$ cat src/rtl/cpu_run_monitor.sv
// cpu_run_monitor
//   Run/halt monitor for the RISC-V CPU. After a start pulse it counts clock
//   cycles until a sentinel value appears on one watched register tap. When
//   the halt condition is met it latches the result tap, the cycle count and
//   a snapshot of every tap. If the CPU never halts, a watchdog ends the run.
//
// Ports
//   clk          in   rising-edge clock
//   reset        in   asynchronous reset, active low (0 = reset)
//   start        in   begin or restart a run (level, sampled at the edge)
//   ack          in   return from DONE/TIMEOUT to IDLE
//   watch_bus    in   NUM_CH taps, channel k = [k*XLEN +: XLEN]
//   busy         out  1 while running
//   done         out  1 after the halt sentinel has been qualified
//   timeout      out  1 after the watchdog has fired
//   overflow     out  sticky: cycle_count saturated during this run
//   result       out  RESULT_CH tap latched at halt/timeout
//   cycle_count  out  cycles elapsed in the current or last run
//   snap_bus     out  all taps latched at halt/timeout
module cpu_run_monitor #(
    parameter int unsigned     XLEN       = 32,
    parameter int unsigned     NUM_CH     = 4,
    parameter int unsigned     HALT_CH    = 2,
    parameter int unsigned     RESULT_CH  = 1,
    parameter logic [XLEN-1:0] HALT_VALUE = '1,
    parameter int unsigned     HALT_HOLD  = 1,
    parameter int unsigned     CNT_W      = 16,
    parameter int unsigned     TIMEOUT    = 1000
) (
    input  logic                   clk,
    input  logic                   reset,
    input  logic                   start,
    input  logic                   ack,
    input  logic [NUM_CH*XLEN-1:0] watch_bus,
    output logic                   busy,
    output logic                   done,
    output logic                   timeout,
    output logic                   overflow,
    output logic [XLEN-1:0]        result,
    output logic [CNT_W-1:0]       cycle_count,
    output logic [NUM_CH*XLEN-1:0] snap_bus
);

    // The hold counter never has to exceed HALT_HOLD.
    localparam int unsigned HOLD_W = (HALT_HOLD < 2) ? 1 : $clog2(HALT_HOLD + 1);

    // The watchdog is active only when its limit is reachable by the counter.
    localparam longint unsigned CNT_MAX = (64'd1 << CNT_W) - 64'd1;
    localparam bit              TO_EN   = (TIMEOUT != 0) && (64'(TIMEOUT) <= CNT_MAX);

    typedef enum logic [1:0] {
        S_IDLE,
        S_RUN,
        S_DONE,
        S_TOUT
    } state_t;

    state_t                   r_state;
    state_t                   w_state_next;
    logic [CNT_W-1:0]         r_cnt;
    logic                     r_ovf;
    logic [HOLD_W-1:0]        r_hold;
    logic [XLEN-1:0]          r_result;
    logic [NUM_CH*XLEN-1:0]   r_snap;

    logic [XLEN-1:0]          w_halt_tap;
    logic [XLEN-1:0]          w_res_tap;
    logic                     w_match;
    logic [HOLD_W-1:0]        w_hold_inc;
    logic                     w_halt;
    logic                     w_cnt_sat;
    logic [CNT_W-1:0]         w_cnt_inc;
    logic                     w_wdog;
    logic                     w_latch;
    logic                     w_clear;

    assign w_halt_tap = watch_bus[HALT_CH*XLEN +: XLEN];
    assign w_res_tap  = watch_bus[RESULT_CH*XLEN +: XLEN];
    assign w_match    = (w_halt_tap == HALT_VALUE);
    assign w_hold_inc = r_hold + HOLD_W'(1);
    // The edge that completes the hold run is itself the halting edge.
    assign w_halt     = w_match && (w_hold_inc == HOLD_W'(HALT_HOLD));

    assign w_cnt_sat  = (r_cnt == '1);
    assign w_cnt_inc  = w_cnt_sat ? r_cnt : r_cnt + CNT_W'(1);
    // Compare the post-increment count so that the limit edge itself fires.
    assign w_wdog     = TO_EN && (w_cnt_inc == CNT_W'(TIMEOUT));

    always_ff @(posedge clk or negedge reset) begin
        if (!reset) begin
            r_state <= S_IDLE;
        end else begin
            r_state <= w_state_next;
        end
    end

    always_comb begin
        w_state_next = r_state;
        w_latch      = 1'b0;
        w_clear      = 1'b0;
        case (r_state)
            S_IDLE: begin
                if (start) begin
                    w_state_next = S_RUN;
                    w_clear      = 1'b1;
                end
            end
            S_RUN: begin
                // Halt takes priority over the watchdog on the same edge.
                if (w_halt) begin
                    w_state_next = S_DONE;
                    w_latch      = 1'b1;
                end else if (w_wdog) begin
                    w_state_next = S_TOUT;
                    w_latch      = 1'b1;
                end
            end
            S_DONE, S_TOUT: begin
                // Restart beats release when both arrive together.
                if (start) begin
                    w_state_next = S_RUN;
                    w_clear      = 1'b1;
                end else if (ack) begin
                    w_state_next = S_IDLE;
                end
            end
            default: begin
                w_state_next = S_IDLE;
            end
        endcase
    end

    always_ff @(posedge clk or negedge reset) begin
        if (!reset) begin
            r_cnt    <= '0;
            r_ovf    <= 1'b0;
            r_hold   <= '0;
            r_result <= '0;
            r_snap   <= '0;
        end else if (w_clear) begin
            // result/snapshot survive a restart until the next latch.
            r_cnt  <= '0;
            r_ovf  <= 1'b0;
            r_hold <= '0;
        end else if (r_state == S_RUN) begin
            r_cnt <= w_cnt_inc;
            if (w_cnt_sat) begin
                r_ovf <= 1'b1;
            end
            r_hold <= w_match ? w_hold_inc : '0;
            if (w_latch) begin
                r_result <= w_res_tap;
                r_snap   <= watch_bus;
            end
        end
    end

    assign busy        = (r_state == S_RUN);
    assign done        = (r_state == S_DONE);
    assign timeout     = (r_state == S_TOUT);
    assign overflow    = r_ovf;
    assign result      = r_result;
    assign cycle_count = r_cnt;
    assign snap_bus    = r_snap;

endmodule
$ cat config.mk
export PLATFORM = sky130hd
export DESIGN_NAME = cpu_run_monitor
export DESIGN_NICKNAME = d
export VERILOG_FILES = /design/src/rtl/cpu_run_monitor.sv
export SDC_FILE = /design/constraint.sdc
export NUM_CORES = 1
export LEC_CHECK = 0
export ABC_AREA = 1
export CORE_MARGIN = 2
export CORE_UTILIZATION = 45
export DETAILED_ROUTE_END_ITERATION = 7
export GPL_ROUTABILITY_DRIVEN = 0
export GPL_TIMING_DRIVEN = 0
export PLACE_DENSITY = 0.95
export SYNTH_ARGS = -nofsm -noshare
export SYNTH_HDL_FRONTEND = slang
export SYNTH_SLANG_ARGS = --single-unit
$ cat constraint.sdc
create_clock -name clk -period 4 [get_ports clk]
set_clock_uncertainty 0.1 [all_clocks]
set_input_delay 0.6 -clock clk [delete_from_list [all_inputs] [get_ports clk]]
set_output_delay 0.6 -clock clk [all_outputs]
set_load 0.01 [all_outputs]
## After elaboration in Yosys (flattened, before gate mapping)

Cells that the tools add are included.
Widths: inputs -> output; s select.

- Add/subtract/negate cells: 2
- Equality and inequality tests: 9
- Multiplexer cells: 20
- Bitwise gates (word level): 1
- Reductions and logical operators: 9

Operator list:

| cell | count |
|---|---|
| $mux 16 | 3 |
| $eq 32x32->1 const B | 1 |
| $add 16x1->16 const B | 1 |
| $eq 16x10->1 const B | 1 |
| $eq 16x16->1 const B | 1 |
| $mux 1 | 11 |
| $mux 2 | 5 |
| $pmux 2 s3 | 1 |
| $reduce_and 3->1 | 2 |
| $eq 2x2->1 const B | 2 |
| $reduce_bool 2->1 | 2 |
| $ne 3x1->1 const B | 1 |
| $ne 3x3->1 const B | 1 |
| $reduce_or 3->1 | 1 |
| $eq 2x1->1 const B | 1 |
| $logic_not 2->1 | 1 |
| $ne 2x2->1 const B | 1 |
| $reduce_and 2->1 | 1 |
| $reduce_or 2->1 | 1 |
| $add 1x1->1 const B | 1 |
| $logic_and 1x1->1 | 1 |
| $not 1->1 | 1 |

- Register bits: 180
- Input bits: 132
- Output and inout bits: 180
- Word-level logic and storage cells: 47

## Logic depth before layout (Yosys ltp)

Gate-level depths: netlist (run 1).

- Word-level depth: 7
- Depth in mapped cells: 17
- Gate-level depth less buffers: 15

## Worst setup path before layout (run 1)

OpenSTA, ideal clock, no wires.

- Path type: register to register
- Start point: register r_cnt[0] (netlist: cycle_count[0])
- End point: register r_snap[92] (netlist: snap_bus[92])
- Setup time: 0.117 ns
- Arrival: 2.113 ns
- Data required time: 3.783 ns
- Slack: 1.669 ns
- Cell stages (with the launch flop): 17
- Buffers on the path: 2
- Clock period less this slack: 2.331 ns
- Path through: dfrtp_1 -> ha_1 -> nand3_2 -> inv_2 -> nand2_2 -> nor2_8 -> nand2_1 -> o21ai_1 -> nand3_1 -> nor2_1 -> nand2_1 -> nand2_2 -> nand2_2 -> buf_2 -> buf_6 -> nand2_1 -> nand2_1

- Word-level cells in the longest chain between the ends: 7
- Elaborated cells on any way between the ends: 8
- Those cells by class: add/sub: 1; eq/ne: 2; mux: 4; reduce/logical: 1

RTL lines:

| element | RTL line | RTL |
|---|---|---|
| from (decl) | 60 | `logic [CNT_W-1:0] r_cnt;` |
| from (signal assigned) | 146 | `r_cnt <= w_cnt_inc;` |
| $add 16x1->16 or $eq 16x16->1 (tied branches) | 85, 84 |  |
| $mux 16 (*) | 85 | `assign w_cnt_inc = w_cnt_sat ? r_cnt : r_cnt + CNT_W'(1);` |
| $eq 16x10->1 (*) | 87 | `assign w_wdog = TO_EN && (w_cnt_inc == CNT_W'(TIMEOUT));` |
| $mux 1 (*) | 113 | `end else if (w_wdog) begin` |
| $mux 1 (*) | 110 | `if (w_halt) begin` |
| $mux 1 (*) | 101 | `case (r_state)` |
| $reduce_and 3->1 (no line) (*) | -- |  |
| to (signal assigned) | 153 | `r_snap <= watch_bus;` |
| to (decl) | 64 | `logic [NUM_CH*XLEN-1:0] r_snap;` |

Mark *: on every way between the ends. The rest lies on a longest branch, timed or not.
A chain may end at the register's enable or synchronous reset.

## Final worst setup path (run 1)

- Start point: register r_state[1]
- End point: output busy

- Word-level cells in the longest chain between the ends: 1

RTL lines:

| element | RTL line | RTL |
|---|---|---|
| from (decl) | 58 | `state_t r_state;` |
| from (signal assigned) | 93 | `r_state <= w_state_next;` |
| $eq 2x1->1 | 158 | `assign busy = (r_state == S_RUN);` |
| to (decl) | 35 | `output logic busy,` |

No other way between the ends.

==> results of run 1 <==
[registers in the layout, summed over array words and instances, names as in the netlist]
register and cells:
snap_bus 97, result 31, r_hold 1, cycle_count 16, overflow 1, r_state 2
[through the flow]
stage	hold WS (ns)	setup WS [ns]	area (um2)	TNS, ns	util [%]
global route	0.138	0.753	10800	0	73.9
floorplan	0.204	1.67	6750	0	-
global placement	0.353	-3.68	10100	-543.93	69.2
CTS	0.123	0.863	10800	0	73.9
finish	0.0862	0.875	10800	0	73.9
detailed placement	0.358	0.863	10100	0	69.4
[cell usage in the layout, fill, tap and decap left out, types with 3 or more instances in the layout]
| cell type | count |
|---|---|
| nand2_1 | 320 |
| clkdlybuf4s50_1 | 310 |
| nand3_1 | 149 |
| dfrtp_1 | 148 |
| buf_4 | 50 |
| inv_1 | 27 |
| nor2_1 | 25 |
| o21ai_0 | 18 |
| clkbuf_1 | 18 |
| clkbuf_16 | 17 |
| nand4_1 | 10 |
| buf_2 | 7 |
| bufinv_16 | 5 |
| xor2_1 | 4 |
| nor3_1 | 4 |
| a21oi_1 | 4 |
| clkbuf_8 | 4 |
| nand2_2 | 3 |
| buf_6 | 3 |
| o22ai_1 | 3 |
| clkinv_2 | 3 |
[worst max-delay path: stages, from the launching register on]
cell             delay, ns
dfrtp_1               0.40
inv_1                 0.11
nand2_1               0.20
inv_2                 0.22
buf_1                 0.43
clkdlybuf4s50_1       0.64
[area by class of cell]
type	instances	area (um2)
repair buffers	312	3140
clock inverters	9	173
plain buffers	76	497
multi-input cells	553	2440
flip-flops and latches	148	3700
well taps	184	230
fillers	981	3800
clock buffers	23	488
inverters	29	109
diodes	1	2.50
[cells in the mapped netlist]
cell and count:
nor2_8 1, o22ai_1 3, nand3_2 2, o21ai_1 2, o21ai_0 18, ha_1 1
nand4_2 1, a21o_1 1, nand4_1 10, nor3_1 4, buf_4 50, nor2_4 2
inv_1 27, buf_1 1, nor4_1 1, nand3_1 149, xor2_2 1, buf_6 2
nand2_2 3, nor2_2 1, xor2_1 4, clkbuf_1 16, dfrtp_1 148, nor2_1 25
a21oi_1 4, nand2_1 320, buf_2 7, inv_2 2
[power by group through the flow]
stage	Combinational (uW)	Sequential (uW)	Clock, uW
after detailed placement	4640	2620	0
after global placement	4500	2580	0
after global routing	5050	2680	1880
after floorplan	1950	2860	0
after CTS	4680	2610	1800
final	4640	2610	1770
[kinds of logic (layout without fill, tap and decap cells)]
group | count (synthesis) | count (layout) | share of synthesized area [%]
xor+xnor | 5 | 5 | 0.760
other cells | 0 | 1 | 0
buf+inv | 105 | 449 | 8.97
fa+ha+maj | 1 | 1 | 0.185
simple gates | 519 | 519 | 33.0
flops | 148 | 148 | 54.9
compound gates | 28 | 28 | 2.17
[metal layers]
layer,vias to the layer above,routed length (um)
met2,358,11300
met1,3262,8020
li1,3221,-
met4,0,897
met3,60,2040
met5,-,0
[how the worst max path moves through the flow]
| stage | start | slack [ns] | endpoint |
|---|---|---|---|
| floorplan | cycle_count[0] | 1.67 | snap_bus[92] |
| detailed placement | watch_bus[71] | 0.86 | snap_bus[22] |
| CTS | r_state[1] | 0.86 | busy |
| global placement | reset | -3.68 | snap_bus[118] |
| global route | r_state[1] | 0.75 | busy |
| finish | r_state[1] | 0.88 | busy |
==> flow_summary_export.csv, run 1 <==
group,metric,value,unit
outcome,status,"complete, no violations",
synthesis,synth_area,6750,um2
floorplanning,start_util,46.3,%
cells_and_area,drive_gt1_share,9.04,%
sta,setup_viol,0,
grt,grtUsageMet1,32.4,%
critical_path,r2r_slack,1.22,ns
power,power,9020,uW
synthesis,synth_nets,939,
sta,slew-limit-headroom,52.8,%
clock_network,clk_latency,0.42,ns
floorplanning,dieArea,16000,um2
power,ir_drop,437,uV
clock_network,ctsHtreeMaxLevel,4,
synthesis,synth.top_cell.area_share,54.9,%
power,p_per_area,837,nW/um2
grt,grt_max_degree,77,
critical_path,r2r-end,"snap_bus[22]",
place,port_buffers,311,
clock_network,cts_root_buf,"clkbuf_16",
cells_and_area,syn2layout_area_growth,59.8,%
route,drtAntennaViolNets,0,
clock_network,ctsResizeCount,0,
synthesis,yosys_warnings,0,
route,drt-total-wl,22.3,mm
synthesis,yosys.area.top_type,"dfrtp_1",
power,p_leak,0.00520,uW
critical_path,end_kind,"output pin",
grt,top_usage_layer,"met2",
critical_path,crit_fanout,10,
synthesis,ys_seq_area_share,54.9,%
grt,grt_use_met3,9.87,%
grt,grt_pass1_vias,6632,
critical_path,crit_path_start_kind,"flop",
synthesis,synthDistinctLibCells,28,
floorplanning,core_area,14600,um2
route,viasPerCell,5.17,
clock_network,clockBufferDepth,2,
power,clkPwrFrac,19.7,%
grt,track_usage,28.1,%
grt,overflow,0,
clock_network,postCtsHoldBufs,0,
critical_path,crit_type,"flop to output pin",
power,p_sw_share,37.4,%
grt,antenna_found_initial,1,
cells_and_area,nNetsFinal,1270,
sta,slew_viol_final,0,
flow_run,drv_cap,0,
power,switchingPower,3370,uW
synthesis,ys_seq_elements,148,
power,power_frac_comb,51.4,%
route,drt_iter0_markers,454,
clock_network,numClockSinks,148,
critical_path,critPathArrivalTime,2.42,ns
synthesis,syn_avg_cell_area,8.37,um2
clock_network,cts.clk_slew.worst_paths,0.06,ns
critical_path,ff2ff_path_depth,13,
floorplanning,die_y,126,um
place,place_hpwl,16.8,mm
clock_network,tritoncts,"done",
sta,grt_setup_unrepaired,"false",
route,dr_total_vias,6901,
synthesis,ys_top_cells_by_area,"dfrtp_1 55%, nand2_1 18%, nand3_1 11%",
route,drcViolationCount,0,
route,drt_pass1_iterations,7,
critical_path,r2r_start,"cycle_count[0]",
power,internal-power,5650,uW
critical_path,cp_data_required_time,3.30,ns
grt,grt_pass1_wl,35.3,mm
floorplanning,die_width,126,um
power,seq_power_share,28.9,%
route,wl_per_cell,16.7,um
place,dpl.cell_count,1302,
sta,finalHoldViolations,0,
floorplanning,ioPinCount,312,
floorplanning,row_count,44,
min_path,hold_path_class,"primary input to asynchronous set/reset pin",
sta,max_freq,320,MHz
cells_and_area,stdcell_count,1335,
grt,use_met2,47.5,%
sta,worst_slew_pin_slew,0.708,ns
sta,min_period,3.12,ns
clock_network,cts_setup_buffers,0,
synthesis,postSynthCellCount,806,
sta,period_share,78.1,%
clock_network,cts_inserted_buffers,17,
(Power assumes the default switching activity.)
==> run 2, diff against run 1 <==
--- a/config.mk
+++ b/config.mk
@@ -7,11 +7,11 @@
 export LEC_CHECK = 0
 export ABC_AREA = 1
 export CORE_MARGIN = 2
-export CORE_UTILIZATION = 45
+export CORE_UTILIZATION = 42
 export DETAILED_ROUTE_END_ITERATION = 7
 export GPL_ROUTABILITY_DRIVEN = 0
 export GPL_TIMING_DRIVEN = 0
-export PLACE_DENSITY = 0.95
+export PLACE_DENSITY = 0.92
 export SYNTH_ARGS = -nofsm -noshare
 export SYNTH_HDL_FRONTEND = slang
 export SYNTH_SLANG_ARGS = --single-unit
==> constraint.sdc (replaced) <==
create_clock -name clk -period 3.18 [get_ports clk]
set_clock_uncertainty 0.1 [all_clocks]
set_input_delay 0.477 -clock clk [delete_from_list [all_inputs] [get_ports clk]]
set_output_delay 0.477 -clock clk [all_outputs]
set_load 0.01 [all_outputs]
==> run 2 against run 1 <==
  * Highest routed layer unchanged
  * First-iteration DRC count shrank 13%
  * Via count down 1.2%
  * Sequential power up 26%
  * Total power rose by 25%
  * The flow now finishes with violations (hold timing)
  * Clock power grew 23%
  * Final area up 0.10%
  * Utilization is 5.5 points lower
  * Flip-flop and latch count unchanged
==> flow_summary_export.csv, run 2 (synthesis gave the netlist of run 1 again) <==
group,metric,value,unit
outcome,status,"finished with violations",
outcome,violations,"hold timing",
cells_and_area,final_common_cell,"nand2_1",
route,drt_iter0_markers,394,
floorplanning,ioPinCount,312,
critical_path,ff2ff_path_depth,13,
sta,hold_slack,-0.0187,ns
sta,grt_setup_unrepaired,"false",
sta,slew-limit-headroom,49.2,%
cells_and_area,nNetsFinal,1270,
critical_path,slowest_delay,0.63,ns
power,p_per_area,1040,nW/um2
route,drt-total-wl,21.9,mm
cells_and_area,largest_reg_flops,97,
route,viasPerCell,4.99,
floorplanning,die_width,131,um
critical_path,cp_slowest_cell,"clkdlybuf4s50_1",
critical_path,r2r-end,"result[16]",
cells_and_area,final_area,10800,um2
min_path,hold_path_class,"primary input to asynchronous set/reset pin",
place,port_buffers,311,
critical_path,crit_type,"flop to output pin",
critical_path,path_delay_family,"buffers and inverters",
sta,slew_viol_final,0,
grt,antenna_found_initial,0,
clock_network,ctsHtreeMaxLevel,4,
clock_network,tritoncts,"done",
sta,min_period,2.93,ns
floorplanning,core_area,15800,um2
power,clkPwrFrac,19.3,%
clock_network,clockBufferDepth,2,
sta,max_freq,341,MHz
critical_path,r2r_start,"cycle_count[0]",
floorplanning,die_y,131,um
power,seq_power_share,29.1,%
route,dr_total_vias,6815,
floorplanning,dieArea,17100,um2
power,p_sw_share,37.6,%
route,drt_pass1_iterations,5,
clock_network,numClockSinks,148,
clock_network,postCtsHoldBufs,0,
grt,overflow,0,
cells_and_area,register_area,3700,um2
critical_path,critPathBufInv,4,
clock_network,cts_root_buf,"clkbuf_16",
route,drcViolationCount,0,
critical_path,critPathArrivalTime,2.36,ns
power,power_frac_comb,51.6,%
grt,grt_pass1_vias,6653,
power,switchingPower,4230,uW
clock_network,clk_latency,0.41,ns
cells_and_area,final_util,68.5,%
critical_path,crit_path_start_kind,"flop",
cells_and_area,syn2layout_area_growth,60.0,%
grt,grt_pass1_wl,33.1,mm
place,placed_cell_area,10200,um2
route,drtAntennaViolNets,0,
cells_and_area,mostFrequentLayoutCells,"320 x nand2_1, 310 x clkdlybuf4s50_1, 149 x nand3_1",
sta,worst_slew_pin_slew,0.762,ns
critical_path,cp_data_required_time,2.60,ns
critical_path,crit_fanout,10,
sta,setup_viol,0,
place,place_hpwl,16.5,mm
power,p_leak,0.00519,uW
floorplanning,row_count,46,
cells_and_area,multi_input_area,2440,um2
power,ir_drop,572,uV
cells_and_area,insertedDiodeCount,0,
cells_and_area,drive_gt1_share,9.05,%
sta,period_share,92.3,%
grt,grt_max_degree,81,
power,internal-power,7020,uW
clock_network,ctsResizeCount,0,
critical_path,crit_chain,"inv_1 > nand2_1 > inv_2 > buf_1 > clkdlybuf4s50_1",
grt,track_usage,25.1,%
sta,finalHoldViolations,6,
clock_network,cts_setup_buffers,0,
sta,fin_setup_tns,0,ns
clock_network,cts_inserted_buffers,17,
route,wl_per_cell,16.0,um
flow_run,drv_cap,0,
cells_and_area,fillerInstances,1217,
critical_path,r2r_slack,0.48,ns
critical_path,end_kind,"output pin",
clock_network,cts.clk_slew.worst_paths,0.06,ns
floorplanning,start_util,42.8,%
-- run 2: area by class of cell --
cell class | count | share of cell area, %
buffer | 76 | 4.60
sequential | 148 | 34.3
multi-input combinational | 553 | 22.6
clock inverter | 9 | 1.39
clock buffer | 22 | 4.49
timing repair buffer | 312 | 29.1
tap | 216 | 2.50
inverter | 29 | 1.01
-- run 2: stage by stage --
stage | hold WS (ns) | total power (uW) | cells | worst slack, ns
detailed placement | 0.358 | 9130 | 1334 | 0.288
global placement | 0.353 | 8920 | 1333 | -4.43
finish | -0.0187 | 11200 | 1365 | 0.246
global route | 0.0578 | 12000 | 1365 | 0.101
CTS | 0.0293 | 11300 | 1365 | 0.212
floorplan | 0.0814 | 6050 | 806 | 0.849
-- run 2: worst register-to-register path: stages (launching register included) --
cell	delay, ns
dfrtp_1	0.48
ha_1	0.25
nand3_2	0.13
inv_2	0.14
nand4_2	0.28
nand2_1	0.20
nand3_1	0.11
nor2_1	0.12
nand2_1	0.07
nand2_2	0.12
buf_4	0.22
buf_4	0.20
nand3_1	0.10
nand2_1	0.11
-- run 2: worst max-delay path by stage --
stage              startpoint      endpoint  slack (ns)  cells after the start
3_3_place_gp            reset     result[3]       -4.43                      1
3_5_place_dp    watch_bus[78]  snap_bus[93]        0.29                     11
6_report           r_state[1]          busy        0.25                      5
5_1_grt            r_state[1]          busy        0.10                      5
4_1_cts            r_state[1]          busy        0.21                      5
2_1_floorplan  cycle_count[0]  snap_bus[92]        0.85                     16
-- run 2: metal layers --
metal  vias up  routed length (um)  GRT usage (%)
li1       3231                   -              -
met1      3241                8160           28.1
met2       291               11300           44.6
met3        52                1770           7.37
met4         0                 665           10.7
met5         -                   0              0
-- run 2: power groups by stage --
stage	clock network (uW)	registers (uW)	logic, uW
3_5_place_dp	0	3290	5840
5_1_grt	2280	3370	6350
2_1_floorplan	0	3600	2450
6_report	2170	3280	5800
4_1_cts	2200	3280	5870
3_3_place_gp	0	3250	5670
==> run 3, diff against run 2 <==
--- a/config.mk
+++ b/config.mk
@@ -6,12 +6,12 @@
 export NUM_CORES = 1
 export LEC_CHECK = 0
 export ABC_AREA = 1
-export CORE_MARGIN = 2
 export CORE_UTILIZATION = 42
 export DETAILED_ROUTE_END_ITERATION = 7
 export GPL_ROUTABILITY_DRIVEN = 0
 export GPL_TIMING_DRIVEN = 0
 export PLACE_DENSITY = 0.92
+export RECOVER_POWER = 25
 export SYNTH_ARGS = -nofsm -noshare
 export SYNTH_HDL_FRONTEND = slang
 export SYNTH_SLANG_ARGS = --single-unit
==> run 3 against run 2 <==
  * The flow finishes with violations (capacitance limit, slew limit)
  * Sequential power is essentially flat
  * Utilization grew 1.6 points
  * Global-route usage grew 2.0 points
  * Count of clock-buffer cells in the layout grew 1
  * Fmax shrank 1.7%
  * Setup slack lost 0.050 ns
  * Cell count shrank 0.22%
  * First-iteration DRC count shrank 0.76%
  * Routed wire length grew 0.87%
  * Sequential share of layout area shrank 0.056 points
  * Flip-flop and latch count is the same
  * Total power grew 0.93%
  * Critical path type unchanged
  * Largest cell class unchanged
==> flow_summary_export.csv, run 3 (synthesis gave the netlist of run 1 again) <==
group,metric,value,unit
clock_network,cts_setup_buffers,0,
power,ir_drop,592,uV
floorplanning,row_count,45,
floorplanning,die_y,129,um
sta,worst_slew_pin_slew,1.73,ns
place,placed_cell_area,10200,um2
power,switchingPower,4230,uW
route,drt_pass1_iterations,5,
cells_and_area,syn2layout_area_growth,60.2,%
grt,use_met2,47.5,%
grt,top_usage_layer,"met2",
clock_network,clk_latency,0.41,ns
sta,min_period,2.98,ns
cells_and_area,mostFrequentLayoutCells,"320 x nand2_1, 310 x clkdlybuf4s50_1, 149 x nand3_1",
clock_network,tritoncts,"done",
floorplanning,die_width,129,um
power,clkPwrFrac,19.8,%
clock_network,cts.clk_slew.worst_paths,0.06,ns
floorplanning,start_util,43.7,%
route,drcViolationCount,0,
sta,slew_viol_final,69,
outcome,violations,"capacitance limit, slew limit",
route,drtAntennaViolNets,0,
route,viasPerCell,5.03,
critical_path,crit_fanout,10,
cells_and_area,largest_reg_flops,97,
clock_network,clockBufferDepth,2,
clock_network,numClockSinks,148,
route,drt-total-wl,22.1,mm
flow_run,drv_cap,1,
power,p_leak,0.00520,uW
grt,antenna_found_initial,2,
cells_and_area,final_util,70.1,%
clock_network,cts_inserted_buffers,17,
power,seq_power_share,28.7,%
critical_path,end_kind,"output pin",
cells_and_area,nNetsFinal,1271,
grt,grt_pass1_wl,34.3,mm
power,p_per_area,1050,nW/um2
clock_network,postCtsHoldBufs,1,
grt,grt_pass1_vias,6718,
sta,slew-limit-headroom,-15.3,%
route,dr_total_vias,6856,
place,place_hpwl,16.5,mm
route,drt_iter0_markers,391,
cells_and_area,fillerInstances,1131,
critical_path,cp_data_required_time,2.60,ns
min_path,hold_path_class,"flop to flop",
clock_network,cts_root_buf,"clkbuf_16",
grt,grtUsageMet1,30.2,%
place,port_buffers,311,
floorplanning,core_area,15400,um2
power,power,11400,uW
grt,grt_use_met3,8.48,%
power,internal-power,7120,uW
grt,track_usage,27.1,%
sta,grt_setup_unrepaired,"false",
sta,setup_viol,0,
sta,max_freq,335,MHz
power,power_frac_comb,51.4,%
power,p_sw_share,37.3,%
sta,finalHoldViolations,0,
cells_and_area,final_common_cell,"nand2_1",
clock_network,ctsResizeCount,0,
floorplanning,ioPinCount,312,
critical_path,crit_path_start_kind,"flop",
cells_and_area,drive_gt1_share,9.04,%
cells_and_area,final_area,10800,um2
grt,overflow,0,
floorplanning,dieArea,16600,um2
sta,period_share,93.8,%
route,wl_per_cell,16.2,um
critical_path,critPathArrivalTime,2.41,ns
critical_path,crit_type,"flop to output pin",
outcome,status,"finished with violations",
clock_network,ctsHtreeMaxLevel,4,
grt,grt_max_degree,82,
-- run 3: cell count changes in the layout (fill, tap and decap cells not counted), sizes merged --
| cell | change |
|---|---|
| buf | -1 |
| diode | +1 |
| dlygate4sd3 | +1 |
| clkinv | -2 |
| clkbuf | +2 |
| bufinv | +1 |
-- run 3: routing by layer --
layer	wire, um	vias to the layer above
met3	1830	47
li1	-	3230
met4	691	0
met1	8250	3275
met5	0	-
met2	11300	304
-- run 3: critical path, cell delays in order, from the launching register on --
cell and delay [ns]:
dfrtp_1 0.41, inv_1 0.11, nand2_1 0.18, inv_2 0.22
buf_1 0.43, clkdlybuf4s50_1 0.64
-- run 3: through the flow --
step	TNS, ns	hold slack (ns)	setup slack [ns]	std cells
floorplan	0	0.0814	0.849	806
global route	0	0.387	0.0498	1362
finish	0	0.367	0.196	1362
detailed placement	0	0.357	0.331	1329
global placement	-645.88	0.353	-4.38	1328
CTS	0	0.372	0.190	1361
-- run 3: power groups by stage --
| stage | sequential, uW | combinational (uW) | clock (uW) |
|---|---|---|---|
| CTS | 3260 | 5890 | 2280 |
| global route | 3350 | 6350 | 2380 |
| floorplan | 3600 | 2450 | 0 |
| finish | 3260 | 5840 | 2250 |
| detailed placement | 3280 | 5860 | 0 |
| global placement | 3250 | 5670 | 0 |
-- run 3: layout make-up --
class / instances / area [um2] / area share (%)
diodes: 1 / 2.50 / 0.0231
plain buffers: 76 / 497 / 4.59
clock buffers: 23 / 498 / 4.61
clock inverters: 8 / 170 / 1.57
inverters: 29 / 109 / 1.01
multi-input cells: 553 / 2440 / 22.6
flip-flops and latches: 148 / 3700 / 34.3
well taps: 211 / 264 / 2.44
repair buffers: 313 / 3130 / 28.9
-- run 3: path summary, 6_finish.rpt --
check	slack (ns)	from	cells after the start	to
min in group asynchronous	0.94	reset	2	result[23]
max reg2reg	0.38	cycle_count[0]	13	result[10]
min reg2reg	0.37	snap_bus[24]	2	snap_bus[24]
max in group asynchronous	0.54	reset	3	snap_bus[109]
min	0.37	snap_bus[24]	2	snap_bus[24]
max	0.20	r_state[1]	5	busy
